==> config.mk <==
export PLATFORM = sky130hd
export DESIGN_NAME = code_lock_ctrl_flat
export DESIGN_NICKNAME = d
export VERILOG_FILES = /design/src/rtl/code_lock_ctrl_if.sv /design/src/rtl/code_lock_ctrl.sv /design/src/flat_wrapper.sv
export SDC_FILE = /design/constraint.sdc
export NUM_CORES = 1
export LEC_CHECK = 0
export ABC_CLOCK_PERIOD_IN_PS = 1900
export BUFFER_PORTS_ARGS = -buffer_cell sky130_fd_sc_hd__buf_4
export CAP_MARGIN = 20
export CORE_AREA = 4 4 49 51
export DETAILED_ROUTE_END_ITERATION = 8
export DIE_AREA = 0 0 53 55
export PLACE_DENSITY = 0.77
export SYNTH_ARGS = -nofsm -noshare
export SYNTH_HDL_FRONTEND = slang
export SYNTH_SLANG_ARGS = --single-unit
==> constraint.sdc <==
create_clock -name clk -period 1.9 [get_ports clk]
set_clock_uncertainty 0.15 [all_clocks]
set_input_delay 0 -clock clk [delete_from_list [all_inputs] [get_ports clk]]
set_output_delay 0 -clock clk [all_outputs]
set_load 0.02 [all_outputs]
==> src/rtl/code_lock_ctrl_if.sv <==
// ----------------------------------------------------------------------------
// code_lock_ctrl_if
//
// Purpose : Bundles the keypad-side handshake and the status outputs of the
//           code lock controller so both ends share one typed connection.
//
// Modports:
//   master - keypad/debounce front end: drives digit_valid, digit, clear
//            (and key_we/key_in when built with LOCK_KEY_LOAD_EN), observes
//            ready, unlocked, alarm, err, digit_idx, fail_cnt.
//   slave  - code_lock_ctrl: the mirror image of master.
//
// Build option: LOCK_KEY_LOAD_EN adds key_we / key_in for runtime key loading.
// ----------------------------------------------------------------------------
interface code_lock_ctrl_if #(
    parameter int DIGITS   = 4,
    parameter int MAX_FAIL = 3
);
    localparam int IDX_W  = $clog2(DIGITS);
    localparam int FAIL_W = $clog2(MAX_FAIL + 1);

    logic              digit_valid;
    logic [3:0]        digit;
    logic              clear;
    logic              ready;
    logic              unlocked;
    logic              alarm;
    logic              err;
    logic [IDX_W-1:0]  digit_idx;
    logic [FAIL_W-1:0] fail_cnt;

`ifdef LOCK_KEY_LOAD_EN
    logic                  key_we;
    logic [4*DIGITS-1:0]   key_in;

    modport master (
        output digit_valid, digit, clear, key_we, key_in,
        input  ready, unlocked, alarm, err, digit_idx, fail_cnt
    );

    modport slave (
        input  digit_valid, digit, clear, key_we, key_in,
        output ready, unlocked, alarm, err, digit_idx, fail_cnt
    );
`else
    modport master (
        output digit_valid, digit, clear,
        input  ready, unlocked, alarm, err, digit_idx, fail_cnt
    );

    modport slave (
        input  digit_valid, digit, clear,
        output ready, unlocked, alarm, err, digit_idx, fail_cnt
    );
`endif

endinterface : code_lock_ctrl_if

==> src/rtl/code_lock_ctrl.sv <==
// ----------------------------------------------------------------------------
// code_lock_ctrl
//
// Purpose : Serial code lock. Digits arrive one per digit_valid strobe and are
//           compared nibble by nibble against a stored key through a single
//           4-bit equality comparator. A full match opens the lock for
//           UNLOCK_CYCLES cycles; MAX_FAIL consecutive wrong codes force an
//           alarm lockout of LOCKOUT_CYCLES cycles.
//
// Ports   :
//   clk    - system clock, all state changes on the rising edge
//   rst_n  - asynchronous active-low reset
//   bus    - code_lock_ctrl_if.slave:
//              in : digit_valid, digit[3:0], clear
//                   (key_we, key_in[4*DIGITS-1:0] with LOCK_KEY_LOAD_EN)
//              out: ready, unlocked, alarm, err, digit_idx, fail_cnt
//
// Parameters:
//   DIGITS         code length in nibbles (2..8)
//   KEY            packed key; first entered digit is checked against KEY[3:0]
//   MAX_FAIL       consecutive failures that trigger lockout (>= 1)
//   UNLOCK_CYCLES  cycles the lock stays open
//   LOCKOUT_CYCLES cycles spent in lockout with alarm high
//
// Build option: define LOCK_KEY_LOAD_EN to hold the key in a register that can
//   be rewritten while the lock is open (key_we/key_in). Without it the key is
//   the KEY parameter.
//
// All outputs come straight from flops; none depend combinationally on inputs.
// ----------------------------------------------------------------------------
module code_lock_ctrl #(
    parameter int                  DIGITS         = 4,
    parameter logic [4*DIGITS-1:0] KEY            = 16'h5A3C,
    parameter int                  MAX_FAIL       = 3,
    parameter int                  UNLOCK_CYCLES  = 8,
    parameter int                  LOCKOUT_CYCLES = 16
) (
    input  logic              clk,
    input  logic              rst_n,
    code_lock_ctrl_if.slave   bus
);

    localparam int IDX_W   = $clog2(DIGITS);
    localparam int FAIL_W  = $clog2(MAX_FAIL + 1);
    localparam int T_MAX   = (UNLOCK_CYCLES > LOCKOUT_CYCLES) ? UNLOCK_CYCLES
                                                              : LOCKOUT_CYCLES;
    localparam int TIMER_W = (T_MAX > 1) ? $clog2(T_MAX) : 1;

    localparam logic [IDX_W-1:0]   LAST_IDX   = IDX_W'(DIGITS - 1);
    localparam logic [FAIL_W-1:0]  FAIL_LAST  = FAIL_W'(MAX_FAIL - 1);
    localparam logic [FAIL_W-1:0]  FAIL_FULL  = FAIL_W'(MAX_FAIL);
    localparam logic [TIMER_W-1:0] OPEN_LOAD  = TIMER_W'(UNLOCK_CYCLES - 1);
    localparam logic [TIMER_W-1:0] LOCK_LOAD  = TIMER_W'(LOCKOUT_CYCLES - 1);

    // One-hot encoding keeps ENTRY/OPEN/LOCKOUT mutually exclusive by design.
    typedef enum logic [2:0] {
        ST_ENTRY   = 3'b001,
        ST_OPEN    = 3'b010,
        ST_LOCKOUT = 3'b100
    } state_e;

    state_e             state;
    logic [IDX_W-1:0]   digit_idx_q;
    logic               match_acc;
    logic [FAIL_W-1:0]  fail_cnt_q;
    logic [TIMER_W-1:0] timer;
    logic               ready_q;
    logic               unlocked_q;
    logic               alarm_q;
    logic               err_q;

    // ------------------------------------------------------------------------
    // Key source and the single nibble comparator
    // ------------------------------------------------------------------------
    logic [4*DIGITS-1:0] key_src;

`ifdef LOCK_KEY_LOAD_EN
    logic [4*DIGITS-1:0] key_reg;
    assign key_src = key_reg;
`else
    assign key_src = KEY;
`endif

    logic [3:0] key_nibs [DIGITS];

    for (genvar gi = 0; gi < DIGITS; gi++) begin : g_nib
        assign key_nibs[gi] = key_src[4*gi +: 4];
    end

    logic [3:0] key_nib;
    logic       eq;

    assign key_nib = key_nibs[digit_idx_q];
    assign eq      = (bus.digit == key_nib);

    // Relock request while open: early clear, or a key rewrite when enabled.
`ifdef LOCK_KEY_LOAD_EN
    logic open_exit;
    assign open_exit = bus.clear || bus.key_we;
`else
    logic open_exit;
    assign open_exit = bus.clear;
`endif

    // ------------------------------------------------------------------------
    // Controller FSM with registered outputs
    // ------------------------------------------------------------------------
    // NOTE: every register here uses <= so all updates see pre-edge values;
    // blocking assignments would make later statements read half-updated
    // state and break the flop semantics.
    always_ff @(posedge clk or negedge rst_n) begin
        if (!rst_n) begin
            state       <= ST_ENTRY;
            digit_idx_q <= '0;
            match_acc   <= 1'b1;
            fail_cnt_q  <= '0;
            timer       <= '0;
            ready_q     <= 1'b1;
            unlocked_q  <= 1'b0;
            alarm_q     <= 1'b0;
            err_q       <= 1'b0;
`ifdef LOCK_KEY_LOAD_EN
            // NOTE: the key register is reset on purpose -- after power-up
            // the lock must answer to the factory KEY, not to random bits.
            key_reg     <= KEY;
`endif
        end else begin
            err_q <= 1'b0;  // err is a single-cycle pulse

            unique case (state)
                ST_ENTRY: begin
                    if (bus.clear) begin
                        // clear wins over a same-cycle strobe; that digit is lost
                        digit_idx_q <= '0;
                        match_acc   <= 1'b1;
                    end else if (bus.digit_valid) begin
                        if (digit_idx_q == LAST_IDX) begin
                            digit_idx_q <= '0;
                            match_acc   <= 1'b1;
                            if (match_acc && eq) begin
                                state      <= ST_OPEN;
                                ready_q    <= 1'b0;
                                unlocked_q <= 1'b1;
                                fail_cnt_q <= '0;
                                timer      <= OPEN_LOAD;
                            end else begin
                                err_q <= 1'b1;
                                if (fail_cnt_q == FAIL_LAST) begin
                                    state      <= ST_LOCKOUT;
                                    ready_q    <= 1'b0;
                                    alarm_q    <= 1'b1;
                                    fail_cnt_q <= FAIL_FULL;
                                    timer      <= LOCK_LOAD;
                                end else begin
                                    fail_cnt_q <= fail_cnt_q + 1'b1;
                                end
                            end
                        end else begin
                            // Mismatches only accumulate; the entry always runs
                            // to the last digit so the wrong position stays hidden.
                            match_acc   <= match_acc & eq;
                            digit_idx_q <= digit_idx_q + 1'b1;
                        end
                    end
                end

                ST_OPEN: begin
`ifdef LOCK_KEY_LOAD_EN
                    if (bus.key_we) begin
                        key_reg <= bus.key_in;
                    end
`endif
                    if (open_exit || timer == '0) begin
                        state       <= ST_ENTRY;
                        ready_q     <= 1'b1;
                        unlocked_q  <= 1'b0;
                        digit_idx_q <= '0;
                        match_acc   <= 1'b1;
                        timer       <= '0;
                    end else begin
                        timer <= timer - 1'b1;
                    end
                end

                ST_LOCKOUT: begin
                    if (timer == '0) begin
                        state      <= ST_ENTRY;
                        ready_q    <= 1'b1;
                        alarm_q    <= 1'b0;
                        fail_cnt_q <= '0;
                    end else begin
                        timer <= timer - 1'b1;
                    end
                end

                default: begin
                    // Unreachable encodings fall back to a clean, locked entry.
                    state       <= ST_ENTRY;
                    digit_idx_q <= '0;
                    match_acc   <= 1'b1;
                    timer       <= '0;
                    ready_q     <= 1'b1;
                    unlocked_q  <= 1'b0;
                    alarm_q     <= 1'b0;
                end
            endcase
        end
    end

    assign bus.ready     = ready_q;
    assign bus.unlocked  = unlocked_q;
    assign bus.alarm     = alarm_q;
    assign bus.err       = err_q;
    assign bus.digit_idx = digit_idx_q;
    assign bus.fail_cnt  = fail_cnt_q;

endmodule : code_lock_ctrl

==> src/flat_wrapper.sv <==
// flat-port wrapper written by rule: the top's interface ports become plain ports
module code_lock_ctrl_flat 
#(
    parameter int                  DIGITS         = 4,
    parameter logic [4*DIGITS-1:0] KEY            = 16'h5A3C,
    parameter int                  MAX_FAIL       = 3,
    parameter int                  UNLOCK_CYCLES  = 8,
    parameter int                  LOCKOUT_CYCLES = 16
)
  (clk, rst_n, bus_digit_valid, bus_digit, bus_clear, bus_ready, bus_unlocked, bus_alarm, bus_err, bus_digit_idx, bus_fail_cnt);
  code_lock_ctrl_if #(.DIGITS(DIGITS), .MAX_FAIL(MAX_FAIL)) bus_i ();
  input  logic clk;
  input  logic rst_n;
  input wire logic [$bits(bus_i.digit_valid)-1:0] bus_digit_valid;
  input wire logic [$bits(bus_i.digit)-1:0] bus_digit;
  input wire logic [$bits(bus_i.clear)-1:0] bus_clear;
  output wire logic [$bits(bus_i.ready)-1:0] bus_ready;
  output wire logic [$bits(bus_i.unlocked)-1:0] bus_unlocked;
  output wire logic [$bits(bus_i.alarm)-1:0] bus_alarm;
  output wire logic [$bits(bus_i.err)-1:0] bus_err;
  output wire logic [$bits(bus_i.digit_idx)-1:0] bus_digit_idx;
  output wire logic [$bits(bus_i.fail_cnt)-1:0] bus_fail_cnt;
  assign bus_i.digit_valid = bus_digit_valid;
  assign bus_i.digit = bus_digit;
  assign bus_i.clear = bus_clear;
  assign bus_ready = bus_i.ready;
  assign bus_unlocked = bus_i.unlocked;
  assign bus_alarm = bus_i.alarm;
  assign bus_err = bus_i.err;
  assign bus_digit_idx = bus_i.digit_idx;
  assign bus_fail_cnt = bus_i.fail_cnt;
  code_lock_ctrl #(.DIGITS(DIGITS), .KEY(KEY), .MAX_FAIL(MAX_FAIL), .UNLOCK_CYCLES(UNLOCK_CYCLES), .LOCKOUT_CYCLES(LOCKOUT_CYCLES)) u_core (.clk(clk), .rst_n(rst_n), .bus(bus_i));
endmodule
* Word-level counts from Yosys, hierarchy flattened
Index checks and enable logic that the tools add are counted.
Word-level totals: bits in registers 16, bits of input ports 8, output and inout port bits 8, logic and storage cells 105
Operators by class: $add $sub $neg 3, order comparisons 1, eq/ne operators 17, multiplexer cells 61, bitwise gates (word level) 4, reduce and logical (&&, ||, !) cells 10
Operators with widths (count):
- 4-bit two-way mux | 9
- 1-bit two-way mux | 26
- 3-bit two-way mux | 7
- 2-bit two-way mux | 10
- 1-bit one-hot mux with 3 select lines | 4
- 4-bit one-hot mux with 3 select lines | 1
- 6-bit AND reduction | 2
- 2-bit by 1-bit != test with 1-bit output (second input constant) | 5
- 5-bit AND reduction | 2
- 3-bit one-hot mux with 3 select lines | 1
- 4-bit binary-select mux with 2-bit select | 1
- 2-bit != test (second input constant) | 4
- 7-bit AND reduction | 1
- 2-bit one-hot mux with 3 select lines | 1
- 2-bit by 1-bit adder with 2-bit output (second input constant) | 2
- 2-bit equality test (second input constant) | 2
- 4-bit equality test | 1
- 4-bit zero test | 1
- 2-bit one-hot mux with 2 select lines | 1
- 4-bit by 1-bit subtractor with 4-bit output (second input constant) | 1
- 3-bit by 1-bit equality test with 1-bit output (second input constant) | 1
- 3-bit by 2-bit equality test with 1-bit output (second input constant) | 1
- 3-bit equality test (second input constant) | 1
- 3-bit greater-or-equal comparator (second input constant) | 1
- 9 further kinds | 10

* Depth between registers and ports, before layout
word-level depth 11, gate-level depth with buffers 6, gate-level depth less buffers 6

* Worst setup path before layout
OpenSTA, ideal clock, no wires.
kind flip-flop to flip-flop, start register u_core.digit_idx_q[0], in the netlist u_core.bus.digit_idx[0], end register u_core.timer[0], library setup time 0.125 ns, data arrival time 1.894 ns, required time 1.625 ns, slack -0.268 ns, cell stages (with the launch flop) 7, path buffers 0, clock period less this slack 2.168 ns, path through dfrtp_1 > ha_1 > and3b_1 > o221ai_1 > a21oi_2 > nand2_1 > mux2_2
Between the ends: word-level cells in the longest chain between the ends 11, elaborated cells on any way between the ends 15, those cells by class eq/ne (4); mux (8); bitwise (1); reduce/logical (2)
RTL lines:
- start: declaration | RTL line code_lock_ctrl.sv:63 | logic [IDX_W-1:0] digit_idx_q;
- start signal: assignment | RTL line code_lock_ctrl.sv:162 | digit_idx_q <= digit_idx_q + 1'b1;
- 2-bit inverter with 3-bit output (implied by the code) | RTL line code_lock_ctrl.sv:93 | assign key_nib = key_nibs[digit_idx_q];
- 4-bit binary-select mux with 2-bit select | RTL line code_lock_ctrl.sv:93
- 4-bit two-way mux (implied by the code) (2 in series) | RTL line code_lock_ctrl.sv:93
- 4-bit equality test | RTL line code_lock_ctrl.sv:94 | assign eq = (bus.digit == key_nib);
- 1-bit logical AND | RTL line code_lock_ctrl.sv:140 | if (match_acc && eq) begin
- 4-bit two-way mux | RTL line code_lock_ctrl.sv:140
- 4-bit two-way mux | RTL line code_lock_ctrl.sv:137 | if (digit_idx_q == LAST_IDX) begin
- 4-bit two-way mux | RTL line code_lock_ctrl.sv:136 | end else if (bus.digit_valid) begin
- 4-bit two-way mux | RTL line code_lock_ctrl.sv:132 | if (bus.clear) begin
- 4-bit one-hot mux with 3 select lines | RTL line code_lock_ctrl.sv:130 | unique case (state)
- end signal: assignment | RTL line code_lock_ctrl.sv:181 | timer <= timer - 1'b1;
- end signal: assignment | RTL line code_lock_ctrl.sv:192 | timer <= timer - 1'b1;
- end: declaration | RTL line code_lock_ctrl.sv:66 | logic [TIMER_W-1:0] timer;
Parallel ways exist; a longest one is shown, timed or not. The select of a mux whose other input is x is not followed. A chain may end at the register's enable or synchronous reset.

* Final worst setup path
start register u_core.digit_idx_q[1], in the netlist u_core.bus.digit_idx[1], end register u_core.timer[0]
The elaborated chain is that of the path after synthesis.

==> flow_metrics.py <==
metrics = {
    "global_route": {
        "grt_pass1_vias": 840,
        "grt_max_degree": 14,
        "gr-total-overflow": 0,
        "grt_pass1_wl_mm": 3.870,
        "grt_util_all_layers": 0.1829,
        "grt_antenna_before_repair": 0,
    },
    "place": {
        "placed_area_um2": 1199,
        "dp.cells": 146,
        "place_hpwl_mm": 1.629,
        "post-place-ws_ns": -0.03933,
        "globalplace.congestion": 0.8492,
        "portBuffers": 15,
    },
    "synthesis": {
        "synthArstFlopShare": 1.000,
        "syn-cell-area_um2": 915.9,
        "syn_nets": 104,
        "yosysWarnings": 0,
        "yosysTopAreaCellShare": 0.3552,
        "synth.most_common_cell": "dfrtp_1",
        "syn_inst": 92,
        "synth_edf_count": 0,
        "synth_common_cells": "13 x dfrtp_1, 10 x o21ai_0, 6 x inv_1",
        "synth.area.top_cells": "dfrtp_1 36%, dfstp_2 5.7%, ha_1 5.5%",
        "yosys_register_bits": 15,
        "synthDistinctLibCells": 34,
        "synth_ff_type": "dfrtp_1",
        "yosysTopAreaCell": "dfrtp_1",
        "synth_seq_area_share": 0.4126,
        "syn_area_per_cell_um2": 9.955,
    },
    "drt": {
        "drt-total-wl_mm": 2.262,
        "routed_via_density": 5.594,
        "drc_errors": 0,
        "vias": 867,
        "drtAntennaViolNets": 0,
        "first_iter_violations": 19,
        "wl_per_cell_um": 14.59,
        "dr.pass1.iters": 5,
    },
    "cells_and_area": {
        "diodes": 0,
        "fin_nets": 141,
        "finalInstanceArea_um2": 1336,
        "drive_above_1_share": 0.4766,
        "syn2layout_area_growth_pct": 45.90,
        "final_util": 0.6881,
        "final_cells": 155,
    },
    "floorplan": {
        "die_h_um": 55,
        "pin_count": 16,
        "fp.dieW_um": 53,
        "die-area_um2": 2915,
        "num_rows": 16,
        "start_util": 0.4716,
        "coreArea_um2": 1942,
    },
    "power_and_ir_drop": {
        "ir_worst_vdd_v": 0.0008536,
        "report.power.total_mw": 1.848,
        "p_per_area_nw_per_um2": 1383,
        "p_leak_nw": 0.5673,
    },
    "timing": {
        "tns_ns": -0.06839,
        "slew_headroom": 0.5855,
        "grt_setup_unrepaired": "true",
        "hold_viol_final": 0,
        "slew_violations": 0,
        "hold_slack_ns": 0.02961,
        "fmax_mhz": 517.0,
        "final.period_utilization": 1.018,
        "setup_slack_ns": -0.03427,
        "fin_crit_ns": 1.934,
        "finalSetupViolations": 2,
        "tightest_slew_ns": 0.6196,
    },
    "clocking": {
        "clkLatencyLatePin_ns": 0.30,
        "root_buffer": "clkbuf_4",
        "ctsHtreeMaxLevel": 1,
        "cts_sinks": 15,
        "clk_pin_slew_worst_paths_ns": 0.10,
        "numCtsBuffers": 3,
        "clk_path_buf_depth": 2,
        "cts_tree": "done",
    },
    "worst_setup_path": {
        "crit_path_end_kind": "register",
        "cp_max_fo": 5,
        "arrival_ns": 1.97,
        "required_ns": 1.94,
        "critPathLaunchType": "register",
        "crit_type": "register to register",
    },
    "worst_hold_path": {
        "hp-class": "primary input to async pin",
    },
    "status": {
        "status": "finished with violations",
        "violations": "setup timing",
    },
    "job": {
        "timing.max_cap.violations": 0,
    },
}
[what timing repair did]
item                       4_1_cts  5_1_grt
buffers inserted                 1        0
hold buffers                     4        0
gates resized for setup          4        8
pin swaps                        1        2
setup endpoints to repair        4        9
hold endpoints to repair        20        0
[cells in the final DEF (no fill, tap or decap), drive strengths merged, types with 2 or more instances in the layout]
cell type    synthesis  routed
nand2                4       4
and2                 2       2
nor2                 6       6
dfrtp               13      13
mux2                 4       4
nor3                 3       3
nand3                4       4
a31oi                4       4
o21ai               10      10
clkbuf               0       3
nand3b               2       2
a21oi                6       6
nor3b                6       6
ha                   4       4
dlygate4sd3          0       4
inv                  6       6
and3b                2       2
dfstp                2       2
buf                  1      29
[cell families after synthesis]
family / count (synthesis) / share of synthesized area
compound gates: 28 / 0.1981
fa+ha+maj: 4 / 0.05465
buf+inv: 7 / 0.03279
flops: 15 / 0.4126
mux: 4 / 0.04918
simple gates: 34 / 0.2527
[worst paths after layout]
path | from | end | slack (ns) | depth (start not counted)
max | u_core.bus.digit_idx[1]$_DFFE_PN0P_ | u_core.timer[0]$_DFFE_PN0P_ | -0.03 | 6
min reg2reg | u_core.match_acc$_DFFE_PN1P_ | u_core.match_acc$_DFFE_PN1P_ | 0.39 | 2
min | rst_n | u_core.state[0]$_DFFE_PN1P_ | 0.03 | 2
min in group clk | bus_digit[0] | u_core.match_acc$_DFFE_PN1P_ | 0.08 | 5
max reg2reg | u_core.bus.digit_idx[1]$_DFFE_PN0P_ | u_core.timer[0]$_DFFE_PN0P_ | -0.03 | 6
max in group asynchronous | rst_n | u_core.bus.digit_idx[0]$_DFFE_PN0P_ | 0.50 | 3
[state kept, by name, summed over array words and instances (netlist names)]
signal,count
u_core.timer,4
u_core.bus.err,1
u_core.bus.alarm,1
u_core.state,3
u_core.match_acc,1
u_core.bus.fail_cnt,2
u_core.bus.digit_idx,2
u_core.bus.unlocked,1
[where the power goes]
part           total (mW)  switching (mW)  internal, mW
Clock               0.195           0.117        0.0785
Sequential          0.552           0.107         0.445
Combinational        1.10           0.542         0.558
[layer usage]
layer | wire, um | vias to the layer above | track usage | part of all wire
met1 | 1016 | 414 | 0.2337 | 0.45
li1 | - | 416 | - | -
met2 | 1092 | 30 | 0.2996 | 0.48
met4 | 49 | 0 | 0.08936 | 0.022
met3 | 103 | 7 | 0.03217 | 0.046
met5 | 0 | - | 0 | 0
[critical path, cell delays in order, from the launching register on]
cell and delay [ns]:
dfrtp_2 0.43, ha_4 0.26, nor3b_4 0.20, o221ai_4 0.17
a21oi_4 0.21, nand2_2 0.10, mux2_4 0.30
[layout make-up]
class                           count  area (um2)
Timing Repair Buffer               33       257.7
Multi-Input combinational cell     70       613.1
Inverter                            6       22.52
Tap cell                           27       33.78
Sequential cell                    15       381.6
Clock inverter                      1       5.005
Fill cell                         167       605.6
Clock buffer                        3       22.52
Note: power is estimated with default switching activity, not from simulation.
